<file path="config.mk">
export PLATFORM = sky130hd
export DESIGN_NAME = xcvr_8b10b_link_ctrl_flat
export DESIGN_NICKNAME = d
export VERILOG_FILES = /design/src/rtl/xcvr_8b10b_link_ctrl_if.sv /design/src/rtl/xcvr_8b10b_link_ctrl.sv /design/src/flat_wrapper.sv
export SDC_FILE = /design/constraint.sdc
export NUM_CORES = 1
export LEC_CHECK = 0
export CAP_MARGIN = 5
export CORE_MARGIN = 3
export CORE_UTILIZATION = 45
export CTS_CLUSTER_DIAMETER = 40
export DETAILED_ROUTE_END_ITERATION = 8
export PLACE_DENSITY = 0.7
export SLEW_MARGIN = 5
export SYNTH_ARGS = -nofsm -noshare
export SYNTH_HDL_FRONTEND = slang
export SYNTH_SLANG_ARGS = --single-unit
</file>
<file path="constraint.sdc">
create_clock -name clk_clk -period 7.6 [get_ports clk_clk]
set_input_delay 1.14 -clock clk_clk [delete_from_list [all_inputs] [get_ports clk_clk]]
set_output_delay 1.14 -clock clk_clk [all_outputs]
set_load 0.05 [all_outputs]
</file>
<file path="src/rtl/xcvr_8b10b_link_ctrl_if.sv">
// Link-controller signal bundle: the controller side uses the master modport
// (ready/sync status in, reset/align/status out), the transceiver side uses slave.
interface xcvr_8b10b_link_ctrl_if #(
  parameter int NUM_LANES = 4
);
  logic                      enable;
  logic [NUM_LANES-1:0]      tx_ready;
  logic [NUM_LANES-1:0]      rx_ready;
  logic [2*NUM_LANES-1:0]    rx_syncstatus;
  logic                      xcvr_rst_req;
  logic [NUM_LANES-1:0]      rx_patternalign;
  logic                      link_up;
  logic [NUM_LANES-1:0]      lane_synced;
  logic [2:0]                state;
  logic [7:0]                retry_cnt;
  logic [16*NUM_LANES-1:0]   sync_loss_cnt;

  modport master (
    input  enable, tx_ready, rx_ready, rx_syncstatus,
    output xcvr_rst_req, rx_patternalign, link_up, lane_synced,
           state, retry_cnt, sync_loss_cnt
  );

  modport slave (
    output enable, tx_ready, rx_ready, rx_syncstatus,
    input  xcvr_rst_req, rx_patternalign, link_up, lane_synced,
           state, retry_cnt, sync_loss_cnt
  );
endinterface

</file>
<file path="src/rtl/xcvr_8b10b_link_ctrl.sv">
// Bring-up / supervision FSM for an N-lane 8B/10B transceiver: drives the reset
// controller, pulses manual word alignment, qualifies sync lock, and recovers
// from ready/sync loss with a bounded align retry before a full reset.
// Optional per-lane sync-loss counters: define XCVR_LINK_ERRCNT_EN.
module xcvr_8b10b_link_ctrl #(
  parameter int NUM_LANES       = 4,
  parameter int RST_CYCLES      = 64,
  parameter int READY_TIMEOUT   = 50000,
  parameter int ALIGN_PULSE     = 4,
  parameter int LOCK_CYCLES     = 1024,
  parameter int ALIGN_TIMEOUT   = 20000,
  parameter int MAX_ALIGN_TRIES = 3,
  parameter int DROP_TOL        = 8
) (
  input logic                    clk_clk,
  input logic                    reset_reset,
  xcvr_8b10b_link_ctrl_if.master bus
);

  typedef enum logic [2:0] {
    ST_RESET      = 3'd0,
    ST_WAIT_READY = 3'd1,
    ST_ALIGN      = 3'd2,
    ST_CHECK      = 3'd3,
    ST_UP         = 3'd4
  } state_t;

  // Terminal values: "N cycles in a state" ends on the cycle the counter shows N-1.
  localparam logic [15:0] RST_LAST   = 16'(RST_CYCLES - 1);
  localparam logic [15:0] READY_LAST = 16'(READY_TIMEOUT - 1);
  localparam logic [15:0] ALIGN_LAST = 16'(ALIGN_PULSE - 1);
  localparam logic [15:0] LOCK_LAST  = 16'(LOCK_CYCLES - 1);
  localparam logic [15:0] ATO_LAST   = 16'(ALIGN_TIMEOUT - 1);
  localparam logic [7:0]  DROP_LAST  = 8'(DROP_TOL - 1);
  localparam logic [3:0]  MAX_TRIES  = 4'(MAX_ALIGN_TRIES);

  state_t                 state_q, state_nxt;
  logic [NUM_LANES-1:0]   tx_meta, tx_sync, rx_meta, rx_sync;
  logic [2*NUM_LANES-1:0] ss_meta, ss_sync;
  logic [NUM_LANES-1:0]   lane_synced_q, lane_synced_nxt;
  logic [15:0]            timer_q, lock_cnt_q;
  logic [7:0]             drop_cnt_q, retry_q;
  logic [3:0]             try_q;
  logic                   ready_all, all_synced, escalate;
  logic                   rst_req_q, rst_req_nxt, align_q, align_nxt, link_up_q, link_up_nxt;

  // Two-flop synchronizers for the asynchronous status inputs, plus the lane_synced register.
  always_ff @(posedge clk_clk or posedge reset_reset) begin
    if (reset_reset) begin
      tx_meta       <= '0;
      tx_sync       <= '0;
      rx_meta       <= '0;
      rx_sync       <= '0;
      ss_meta       <= '0;
      ss_sync       <= '0;
      lane_synced_q <= '0;
    end else begin
      // NOTE: non-blocking assignments so every flop samples the pre-edge value of its source.
      tx_meta       <= bus.tx_ready;
      tx_sync       <= tx_meta;
      rx_meta       <= bus.rx_ready;
      rx_sync       <= rx_meta;
      ss_meta       <= bus.rx_syncstatus;
      ss_sync       <= ss_meta;
      lane_synced_q <= lane_synced_nxt;
    end
  end

  // Per-lane lock: both byte aligners of the lane report sync.
  always_comb begin
    // NOTE: default first so no path leaves the signal unassigned (no latch).
    lane_synced_nxt = '0;
    for (int i = 0; i < NUM_LANES; i++) begin
      lane_synced_nxt[i] = &ss_sync[2*i +: 2];
    end
  end

  assign ready_all  = (&tx_sync) & (&rx_sync);
  assign all_synced = &lane_synced_q;

  // State register and registered outputs, so outputs change together with state.
  always_ff @(posedge clk_clk or posedge reset_reset) begin
    if (reset_reset) begin
      state_q   <= ST_RESET;
      rst_req_q <= 1'b1;
      align_q   <= 1'b0;
      link_up_q <= 1'b0;
    end else begin
      state_q   <= state_nxt;
      rst_req_q <= rst_req_nxt;
      align_q   <= align_nxt;
      link_up_q <= link_up_nxt;
    end
  end

  // Next-state logic; later assignments override earlier ones to encode priority.
  always_comb begin
    state_nxt = state_q;
    escalate  = 1'b0;
    case (state_q)
      ST_RESET: begin
        if (bus.enable && timer_q >= RST_LAST) state_nxt = ST_WAIT_READY;
      end
      ST_WAIT_READY: begin
        if (ready_all) begin
          state_nxt = ST_ALIGN;
        end else if (timer_q == READY_LAST) begin
          state_nxt = ST_RESET;
          escalate  = 1'b1;
        end
      end
      ST_ALIGN: begin
        if (timer_q == ALIGN_LAST) state_nxt = ST_CHECK;
      end
      ST_CHECK: begin
        if (all_synced && lock_cnt_q == LOCK_LAST) begin
          state_nxt = ST_UP;
        end else if (timer_q == ATO_LAST) begin
          if (try_q < MAX_TRIES) begin
            state_nxt = ST_ALIGN;
          end else begin
            state_nxt = ST_RESET;
            escalate  = 1'b1;
          end
        end
      end
      ST_UP: begin
        if (!all_synced && drop_cnt_q == DROP_LAST) state_nxt = ST_ALIGN;
      end
      default: state_nxt = ST_RESET;
    endcase
    // Ready loss once the link was ready; WAIT_READY is excluded because low
    // readies are its normal condition and are handled by its own timeout.
    if ((state_q == ST_ALIGN || state_q == ST_CHECK || state_q == ST_UP) && !ready_all) begin
      state_nxt = ST_RESET;
      escalate  = 1'b1;
    end
    // Disable is a deliberate stop, not a failure, so it is not counted.
    if (!bus.enable) begin
      state_nxt = ST_RESET;
      escalate  = 1'b0;
    end
  end

  // Output decode from the next state, registered above.
  always_comb begin
    rst_req_nxt = (state_nxt == ST_RESET);
    align_nxt   = (state_nxt == ST_ALIGN);
    link_up_nxt = (state_nxt == ST_UP);
  end

  // Shared state timer, lock/drop counters, align try count and escalation count.
  always_ff @(posedge clk_clk or posedge reset_reset) begin
    if (reset_reset) begin
      timer_q    <= '0;
      lock_cnt_q <= '0;
      drop_cnt_q <= '0;
      try_q      <= '0;
      retry_q    <= '0;
    end else begin
      if (state_nxt != state_q)    timer_q <= '0;
      else if (timer_q != 16'hFFFF) timer_q <= timer_q + 16'd1;

      lock_cnt_q <= (state_q == ST_CHECK && all_synced)  ? lock_cnt_q + 16'd1 : '0;
      drop_cnt_q <= (state_q == ST_UP    && !all_synced) ? drop_cnt_q + 8'd1  : '0;

      if (state_q == ST_RESET || (state_nxt == ST_UP && state_q != ST_UP))
        try_q <= '0;
      else if (state_nxt == ST_ALIGN && state_q != ST_ALIGN)
        try_q <= try_q + 4'd1;

      if (escalate && retry_q != 8'hFF) retry_q <= retry_q + 8'd1;
    end
  end

  assign bus.xcvr_rst_req    = rst_req_q;
  assign bus.rx_patternalign = {NUM_LANES{align_q}};
  assign bus.link_up         = link_up_q;
  assign bus.lane_synced     = lane_synced_q;
  assign bus.state           = state_q;
  assign bus.retry_cnt       = retry_q;

`ifdef XCVR_LINK_ERRCNT_EN
  logic [16*NUM_LANES-1:0] loss_q;

  // Count each lane's falling lock edge while the link is up; saturating.
  always_ff @(posedge clk_clk or posedge reset_reset) begin
    if (reset_reset) begin
      loss_q <= '0;
    end else begin
      for (int i = 0; i < NUM_LANES; i++) begin
        if (state_q == ST_UP && lane_synced_q[i] && !lane_synced_nxt[i] &&
            loss_q[16*i +: 16] != 16'hFFFF)
          loss_q[16*i +: 16] <= loss_q[16*i +: 16] + 16'd1;
      end
    end
  end

  assign bus.sync_loss_cnt = loss_q;
`else
  assign bus.sync_loss_cnt = '0;
`endif

endmodule
</file>
<file path="src/flat_wrapper.sv">
// flat-port wrapper written by rule: the top's interface ports become plain ports
module xcvr_8b10b_link_ctrl_flat 
#(
  parameter int NUM_LANES       = 4,
  parameter int RST_CYCLES      = 64,
  parameter int READY_TIMEOUT   = 50000,
  parameter int ALIGN_PULSE     = 4,
  parameter int LOCK_CYCLES     = 1024,
  parameter int ALIGN_TIMEOUT   = 20000,
  parameter int MAX_ALIGN_TRIES = 3,
  parameter int DROP_TOL        = 8
)
  (clk_clk, reset_reset, bus_enable, bus_tx_ready, bus_rx_ready, bus_rx_syncstatus, bus_xcvr_rst_req, bus_rx_patternalign, bus_link_up, bus_lane_synced, bus_state, bus_retry_cnt, bus_sync_loss_cnt);
  xcvr_8b10b_link_ctrl_if #(.NUM_LANES(NUM_LANES)) bus_i ();
  input logic clk_clk;
  input logic reset_reset;
  input wire logic [$bits(bus_i.enable)-1:0] bus_enable;
  input wire logic [$bits(bus_i.tx_ready)-1:0] bus_tx_ready;
  input wire logic [$bits(bus_i.rx_ready)-1:0] bus_rx_ready;
  input wire logic [$bits(bus_i.rx_syncstatus)-1:0] bus_rx_syncstatus;
  output wire logic [$bits(bus_i.xcvr_rst_req)-1:0] bus_xcvr_rst_req;
  output wire logic [$bits(bus_i.rx_patternalign)-1:0] bus_rx_patternalign;
  output wire logic [$bits(bus_i.link_up)-1:0] bus_link_up;
  output wire logic [$bits(bus_i.lane_synced)-1:0] bus_lane_synced;
  output wire logic [$bits(bus_i.state)-1:0] bus_state;
  output wire logic [$bits(bus_i.retry_cnt)-1:0] bus_retry_cnt;
  output wire logic [$bits(bus_i.sync_loss_cnt)-1:0] bus_sync_loss_cnt;
  assign bus_i.enable = bus_enable;
  assign bus_i.tx_ready = bus_tx_ready;
  assign bus_i.rx_ready = bus_rx_ready;
  assign bus_i.rx_syncstatus = bus_rx_syncstatus;
  assign bus_xcvr_rst_req = bus_i.xcvr_rst_req;
  assign bus_rx_patternalign = bus_i.rx_patternalign;
  assign bus_link_up = bus_i.link_up;
  assign bus_lane_synced = bus_i.lane_synced;
  assign bus_state = bus_i.state;
  assign bus_retry_cnt = bus_i.retry_cnt;
  assign bus_sync_loss_cnt = bus_i.sync_loss_cnt;
  xcvr_8b10b_link_ctrl #(.NUM_LANES(NUM_LANES), .RST_CYCLES(RST_CYCLES), .READY_TIMEOUT(READY_TIMEOUT), .ALIGN_PULSE(ALIGN_PULSE), .LOCK_CYCLES(LOCK_CYCLES), .ALIGN_TIMEOUT(ALIGN_TIMEOUT), .MAX_ALIGN_TRIES(MAX_ALIGN_TRIES), .DROP_TOL(DROP_TOL)) u_core (.clk_clk(clk_clk), .reset_reset(reset_reset), .bus(bus_i));
endmodule
</file>
# [Word-level counts from Yosys, hierarchy flattened]
# Cells that the tools add are included.
# W data, S select, Z words.
[classes] n_addsub=5 n_lt_le_gt_ge=2 n_eq_ne=16 n_mux=25 bitwise_logic=1 n_reduce_logical=25
[op_table] op="$mux W16" count=3
[op_table] op="$add A16 B1 Y16 const B" count=2
[op_table] op="$mux W3" count=9
[op_table] op="$add A8 B1 Y8 const B" count=2
[op_table] op="$eq A16 B10 Y1 const B" count=1
[op_table] op="$eq A16 B15 Y1 const B" count=1
[op_table] op="$eq A16 B16 Y1 const B" count=1
[op_table] op="$eq A16 B2 Y1 const B" count=1
[op_table] op="$ge A16 B6 Y1 const B" count=1
[op_table] op="$ne A16 B16 Y1 const B" count=1
[op_table] op="$pmux W3 S5" count=1
[op_table] op="$reduce_and A4 Y1" count=3
[op_table] op="$eq A3 B2 Y1 const B" count=3
[op_table] op="$logic_and A1 B1 Y1" count=9
[op_table] op="$eq A8 B3 Y1 const B" count=1
[op_table] op="$mux W4" count=2
[op_table] op="$mux W8" count=1
[op_table] op="$ne A8 B8 Y1 const B" count=1
[op_table] op="$reduce_and A2 Y1" count=4
[op_table] op="$mux W1" count=7
[op_table] op="$eq A3 B3 Y1 const B" count=2
[op_table] op="$logic_not A3 Y1" count=2
[op_table] op="$add A4 B1 Y4 const B" count=1
[op_table] op="$lt A4 B2 Y1 const B" count=1
[op_table] op="10 further kinds" count=14
[totals] ff_bits=94 in_bits=19 word_cells=90

# [Logic depth before layout (Yosys ltp)]
[logic_depth] ltp_word=11 ltp_mapped=9 depth_no_buf=8

# [Worst setup path after synthesis]
# OpenSTA, ideal clock, no wires.
[synth_path] kind="register to register" startpoint="register u_core.timer_q[13]" endpoint="register u_core.timer_q[0]" setup_time_ps=134 arrival_time_ps=2663 required_time_ps=7466 slack_ps=4803 path_stages_with_launch=9 cell_sequence="dfrtp_1 > or4_4 > or4_4 > o211a_1 > o31ai_4 > inv_2 > o2111ai_2 > buf_2 > nor3_1"
[synth_between] elab_chain_cells=8 word_cells_on_any_way=18 classes_between="order compare: 1; eq/ne: 5; mux: 10; reduce/logical: 2"
[synth_lines] item="start: declaration" line="xcvr_8b10b_link_ctrl.sv:41" rtl="logic [15:0] timer_q, lock_cnt_q;"
[synth_lines] item="start signal: assignment" line="xcvr_8b10b_link_ctrl.sv:162" rtl="else if (timer_q != 16'hFFFF) timer_q <= timer_q + 16'd1;"
[synth_lines] item="$ge A16 B6 Y1, or another cell as far along" line="xcvr_8b10b_link_ctrl.sv:102" rtl="if (bus.enable && timer_q >= RST_LAST) state_nxt = ST_WAIT_READY;"
[synth_lines] item="$logic_and A1 B1 Y1, or another cell as far along" line="xcvr_8b10b_link_ctrl.sv:102"
[synth_lines] item="$mux W3, on equally long branches" line="xcvr_8b10b_link_ctrl.sv:102, xcvr_8b10b_link_ctrl.sv:105, xcvr_8b10b_link_ctrl.sv:116"
[synth_lines] item="$pmux W3 S5 *" line="xcvr_8b10b_link_ctrl.sv:100" rtl="case (state_q)"
[synth_lines] item="$mux W3 *" line="xcvr_8b10b_link_ctrl.sv:134" rtl="if ((state_q == ST_ALIGN || state_q == ST_CHECK || state_q == ST_UP) && !ready_all) begin"
[synth_lines] item="$mux W3 *" line="xcvr_8b10b_link_ctrl.sv:139" rtl="if (!bus.enable) begin"
[synth_lines] item="named net u_core.state_nxt[0]" line="xcvr_8b10b_link_ctrl.sv:37" rtl="state_t state_q, state_nxt;"
[synth_lines] item="$ne A3 B3 Y1 *" line="xcvr_8b10b_link_ctrl.sv:161" rtl="if (state_nxt != state_q) timer_q <= '0;"
[synth_lines] item="$mux W16 / $reduce_bool A2 Y1 (equally long branches)"
# Mark *: on every way through the listed nets, which the timed path passes. The rest lies on a longest branch.
# A chain may end at the register's enable or synchronous reset.

# [Final worst setup path]
[layout_path] startpoint="register u_core.timer_q[13]" endpoint="register u_core.timer_q[14]"
# Same word-level chain as after synthesis.

==> results.toml <==
[synth]
netlist_instances = 439
synthFlopType = "dfrtp_1"
synth_area_um2 = 4640
yosysSeqAreaShare = 0.507
synth_area_per_cell_um2 = 10.6
yosys.cell_types.count = 52
yosysWarnings = 0
synthArstFlopShare = 1.00
synth_edf_count = 0
yosys_register_bits = 94

[die]
fp-row-count = 36
io_pins = 104
start_util = 0.468
dieArea_um2 = 11600
die-height_um = 108
coreArea_um2 = 9910
die_width_um = 108

[cells_and_area]
syn_to_final_growth_pct = 9.39
final_common_cell = "dfrtp_1"
drive_above_1_share = 0.0585
final_cell_mix = "93 x dfrtp_1, 64 x conb_1, 45 x nor2_1"
nets = 498
diodes = 0

[sta]
setup_ws_ns = 4.39
relSlewSlack = 0.445
final-max-slew-violation-count = 0
setup_viol = 0
rsz0062_at_grt = "no"
finalCritPeriodShare = 0.422
skew_ns = 0.0117
tightest_slew_ns = 0.831
holdWs_ns = 0.349
tns_ns = 0
fmax_ghz = 0.312
min_period_ns = 3.21
hold_violations = 0

[place]
post-place-ws_ns = 4.26
port_buffers = 39
hpwl_mm = 5.82
gp_congestion = 0.922

[setup_path]
cp-end-kind = "flip-flop"
crit_slowest_cell = "o2111ai_2"
startpoint_type = "flip-flop"
crit_type = "reg2reg"
path_common_cell = "or4_4"
critPathMaxStageDelay_ns = 0.65
worst_ep_required_time_ns = 7.82
cp_max_fo = 16
crit_arrival_ns = 3.43
worstPathCellList = "or4_4 > or4_4 > o211a_1 > o31ai_4 > inv_2 > o2111ai_2 > nor4_1"

[route]
vias_per_cell = 5.11
dr_wl_met3_um = 636
num_vias = 3129
drt_wl_total_mm = 8.08
wl_met1_mm = 3.49
top_layer_used = "met4"
drtIter0Drc = 212
wl_met2_mm = 3.80
wire_per_inst_um = 13.2
drc = 0
drtPass1Iterations = 4
antenna_left = 0

[cts]
cts_max_level = 3
clk_latency_ns = 0.37
post_cts_buffers = 0
clock_sinks = 94
post_cts_resized = 0
cts-buffers-inserted = 9
clk_pin_slew_ns = 0.10
clk_path_buf_depth = 2
clock-root-buffer = "clkbuf_8"
cts_hold_buf = 0
cts_tree = "done"

[grt]
antenna_found_initial = 0
overflow = 0
grt_util_all_layers = 0.148
grt_pass1_wl_mm = 13.5
grt_pass1_vias = 2913
grt_max_degree = 54

[power_and_ir_drop]
power_leakage_nw = 2.20
ir_drop_uv = 130
p_per_area_nw_per_um2 = 182

[run_status]
status = "complete, no violations"

[run]
cap_violations = 0

[min_path]
hold_class = "reg2reg"
==> per-stage QoR <==
step                      utilization  std cells  instance area [um2]  total power, mW
after floorplan                     -        502                 4870            0.629
after global routing            0.512        612                 5070            0.965
final                           0.512        612                 5070            0.925
after global placement          0.493        596                 4890            0.618
after detailed placement        0.493        596                 4890            0.619
after CTS                       0.512        612                 5070            0.937
==> synthesized netlist by cell type, types with 3 or more instances <==
library cell	instances	share of area
and3_1	16	0.022
nand2_1	15	0.012
nand4b_1	3	0.0057
and4_1	3	0.0057
or4_1	3	0.0049
xor2_1	20	0.038
nor4bb_1	4	0.0086
clkbuf_1	9	0.0073
nand4_1	10	0.013
o21ai_0	7	0.0076
nor3_1	17	0.018
a41oi_1	3	0.0057
a21oi_1	5	0.0054
nor3b_1	7	0.011
buf_4	68	0.11
ha_1	5	0.013
o31ai_1	3	0.0049
xnor2_1	19	0.036
nor2_1	45	0.036
and2_1	5	0.0067
dfrtp_1	93	0.50
inv_1	8	0.0065
nand3_1	20	0.022
o211a_1	3	0.0065
o211ai_1	8	0.013
o2111ai_1	6	0.011
==> power breakdown <==
group	leakage, nW	internal [mW]	switching, mW
Clock	0.0984	0.127	0.189
Sequential	1.22	0.509	0.00246
Combinational	0.886	0.0114	0.0858
Total	2.20	0.648	0.277
==> sequential cells by signal, indices dropped and copies added, names as in the netlist, 3 cells and up <==
register,count
u_core.lock_cnt_q,16
u_core.timer_q,16
u_core.bus.retry_cnt,8
u_core.drop_cnt_q,8
u_core.ss_meta,8
u_core.ss_sync,8
u_core.bus.lane_synced,4
u_core.rx_meta,4
u_core.rx_sync,4
u_core.try_q,4
u_core.tx_meta,4
u_core.tx_sync,4
u_core.bus.state,3
==> critical path, delay by kind of cell (launching register included) <==
family / cells / cell delay, ns
buffers and inverters: 1 / 0.15
AO/OA/AOI/OAI: 3 / 1.22
flip-flops: 1 / 0.45
AND/OR/NAND/NOR: 3 / 1.23
==> cells by family (layout without fill, tap and decap cells) <==
logic type / Yosys count / in the layout / share of synthesized area
compound gates: 49 / 49 / 0.0844
xor+xnor: 39 / 39 / 0.0736
fa+ha+maj: 5 / 5 / 0.0135
buf+inv: 88 / 65 / 0.127
flops: 94 / 94 / 0.507
mux: 4 / 4 / 0.00917
other cells: 1 / 64 / 0.000809
simple gates: 159 / 159 / 0.185
==> metal layers <==
layer	vias up	GRT usage
li1	1483	-
met1	1516	0.196
met2	116	0.230
met3	14	0.0456
met4	0	0.0532
met5	-	0
==> cell type report <==
cell class	count	area [um2]
clock inverter	7	62.6
tap	133	166
inverter	9	35.0
clock buffer	9	124
fill	881	4840
timing repair buffer	40	398
sequential	94	2350
multi-input combinational	320	1930
==> worst paths after layout <==
check / slack [ns] / startpoint / cells past startpoint / endpoint
min: 0.35 / u_core.tx_meta[2] / 0 / u_core.tx_sync[2]
min reg2reg: 0.35 / u_core.tx_meta[2] / 0 / u_core.tx_sync[2]
min in group asynchronous: 1.16 / reset_reset / 2 / u_core.rx_sync[0]
max reg2reg: 4.39 / u_core.timer_q[13] / 7 / u_core.timer_q[14]
max in group asynchronous: 5.35 / reset_reset / 3 / u_core.bus.retry_cnt[4]
max: 4.39 / u_core.timer_q[13] / 7 / u_core.timer_q[14]
(Power assumes the default switching activity.)
==> variant: new RTL, config.mk and constraints unchanged <==
`NUM_LANES` is set to 4 in 3 places; all go to 8.
--- a/src/rtl/xcvr_8b10b_link_ctrl_if.sv
+++ b/src/rtl/xcvr_8b10b_link_ctrl_if.sv
@@ -3,3 +3,3 @@
 interface xcvr_8b10b_link_ctrl_if #(
-  parameter int NUM_LANES = 4
+  parameter int NUM_LANES = 8
 );
--- a/src/rtl/xcvr_8b10b_link_ctrl.sv
+++ b/src/rtl/xcvr_8b10b_link_ctrl.sv
@@ -5,3 +5,3 @@
 module xcvr_8b10b_link_ctrl #(
-  parameter int NUM_LANES       = 4,
+  parameter int NUM_LANES       = 8,
   parameter int RST_CYCLES      = 64,
--- a/src/flat_wrapper.sv
+++ b/src/flat_wrapper.sv
@@ -3,3 +3,3 @@
 #(
-  parameter int NUM_LANES       = 4,
+  parameter int NUM_LANES       = 8,
   parameter int RST_CYCLES      = 64,
Ports: changed (6 resized); port bits go from 104 to 192. No check against the original RTL was run, so the function may have changed too.
==> variant against the original RTL <==
Worst setup slack improved by 0.10 ns; critical path type is now flip-flop to output pin; via count increased by 16%; clock power up 150%; total power rose by 100%; critical path depth fell by 6; wire length increased by 22%; sequential cell count grew 36; sequential share of layout area grew 0.74 points; area after synthesis grew 30%; combinational power grew to 3.3 times the old value; cell area rose by 36%.
==> variant: results (changes against the original RTL) <==
GPL Wtd Cong - 0.882 (-4.3%)
Worst Hold Path EP - u_core.tx_sync[1]$_DFF_PP0_
CP startpoint - u_core.bus.state[1]$_DFF_PP0_
Synth cell types - 61 (+17%)
Pin count of the biggest net entering global routing - 87 (+61%)
FF+latch area - 0.00325 sq mm (+38%)
First-pass GRT wire length - 16000 microns (+18%)
R2r setup slk - 5.09 ns (+0.70 ns)
Worst-path fanout max - 11 (-5)
Critical path required time - 6.46 ns (-1.36 ns)
Drt first pass iters - 5 (+1)
Routing usage on met1 - 16.9% (-2.8 points)
Clk Latency, worst-skew pair - 0.41 ns (+0.04 ns)
Top cells by area, synth - dfrtp_1 (53%), buf_4 (17%), nor2_1 (3.5%)
CP max-delay cell - clkdlybuf4s50_1
Max stage delay on crit path - 0.92 ns (+0.27 ns)
Post-Route WL - 9840 microns (+22%)
Initial DRC count - 125 (-41%)
Count of multi-input gates - 392 (+23%)
Top cells by count, synth - buf_4 (136), dfrtp_1 (129), nor2_1 (56)
Slew @ Worst Pin - 1.02 ns (+0.188 ns)
Filler cell count - 1108 (+26%)
Total Nets Final - 656 (+32%)
Finished Layout Cells - 801 (+31%)
# clk buffers - 18 (+9)
Number of placed instances, taps included - 769 (+29%)
H-tree depth - 4 (+1)
Worst-path clk slew - 0.06 ns (-0.04 ns)
VDD IR-drop max - 0.197 mV (+52%)
Cts bufs inserted - 17 (+8)
RR Endpoint - u_core.timer_q[6]$_DFFE_PP0P_
Plain + repair buffers - 64 (+60%)
Overall routing resource usage - 13.7% (-1.1 points)
Routed met1 length - 3930 microns (+13%)
Vias in the first global route - 3337 (+15%)
Top delay family on crit path - buffers and inverters
Clock group - 778 uW (+150%)
Layout cell share with drive strength beyond 1 - 8.27% (+2.4 points)
Seq pwr share - 41.2% (-14 points)
Worst Hold Launch - u_core.tx_meta[1]$_DFF_PP0_
Leakage Power - 0.00317 uW (+44%)
Switching power total - 598 uW (+120%)
Routed wl met2 - 4920 microns (+29%)
Via count - 3630 (+16%)
Outcome - complete, no violations
Routed wl met3 - 895 microns (+41%)
Synthesized area per cell - 11.1 sq um (+4.8%)
RR Startpoint - u_core.lock_cnt_q[0]$_DFF_PP0_
variant: stage by stage:
stage          power (uW)  hold slack (ns)  cell area [sq um]  setup WS [ns]
2_1_floorplan        1090            0.331               6520           2.99
3_3_place_gp         1090            0.333               6330           4.59
3_5_place_dp         1100            0.336               6330           4.54
4_1_cts              1880            0.348               6910           4.47
5_1_grt              1950            0.354               6910           4.42
6_report             1870            0.348               6910           4.50
variant: cells by family (layout without fill, tap and decap cells):
group                      count (synthesis)  in the layout  share of synthesized area, %
AOI/OAI and AO/OA                         36             36                          5.01
xor gates and xnor gates                  41             41                          5.94
adders and majority gates                  5              5                          1.03
buffers and inverters                    151            107                          18.0
DFF                                      130            130                          53.8
muxes                                      4              4                         0.704
other                                      1            128                        0.0620
and+or+nand+nor                          178            178                          15.4
variant: worst register-to-register path, delay by kind of cell (launching register included):
family | cells | cell delay [ns]
flip-flops | 1 | 0.39
AO/OA/AOI/OAI | 3 | 0.86
AND/OR/NAND/NOR | 4 | 0.92
adder cells (fa/ha/maj) | 1 | 0.25
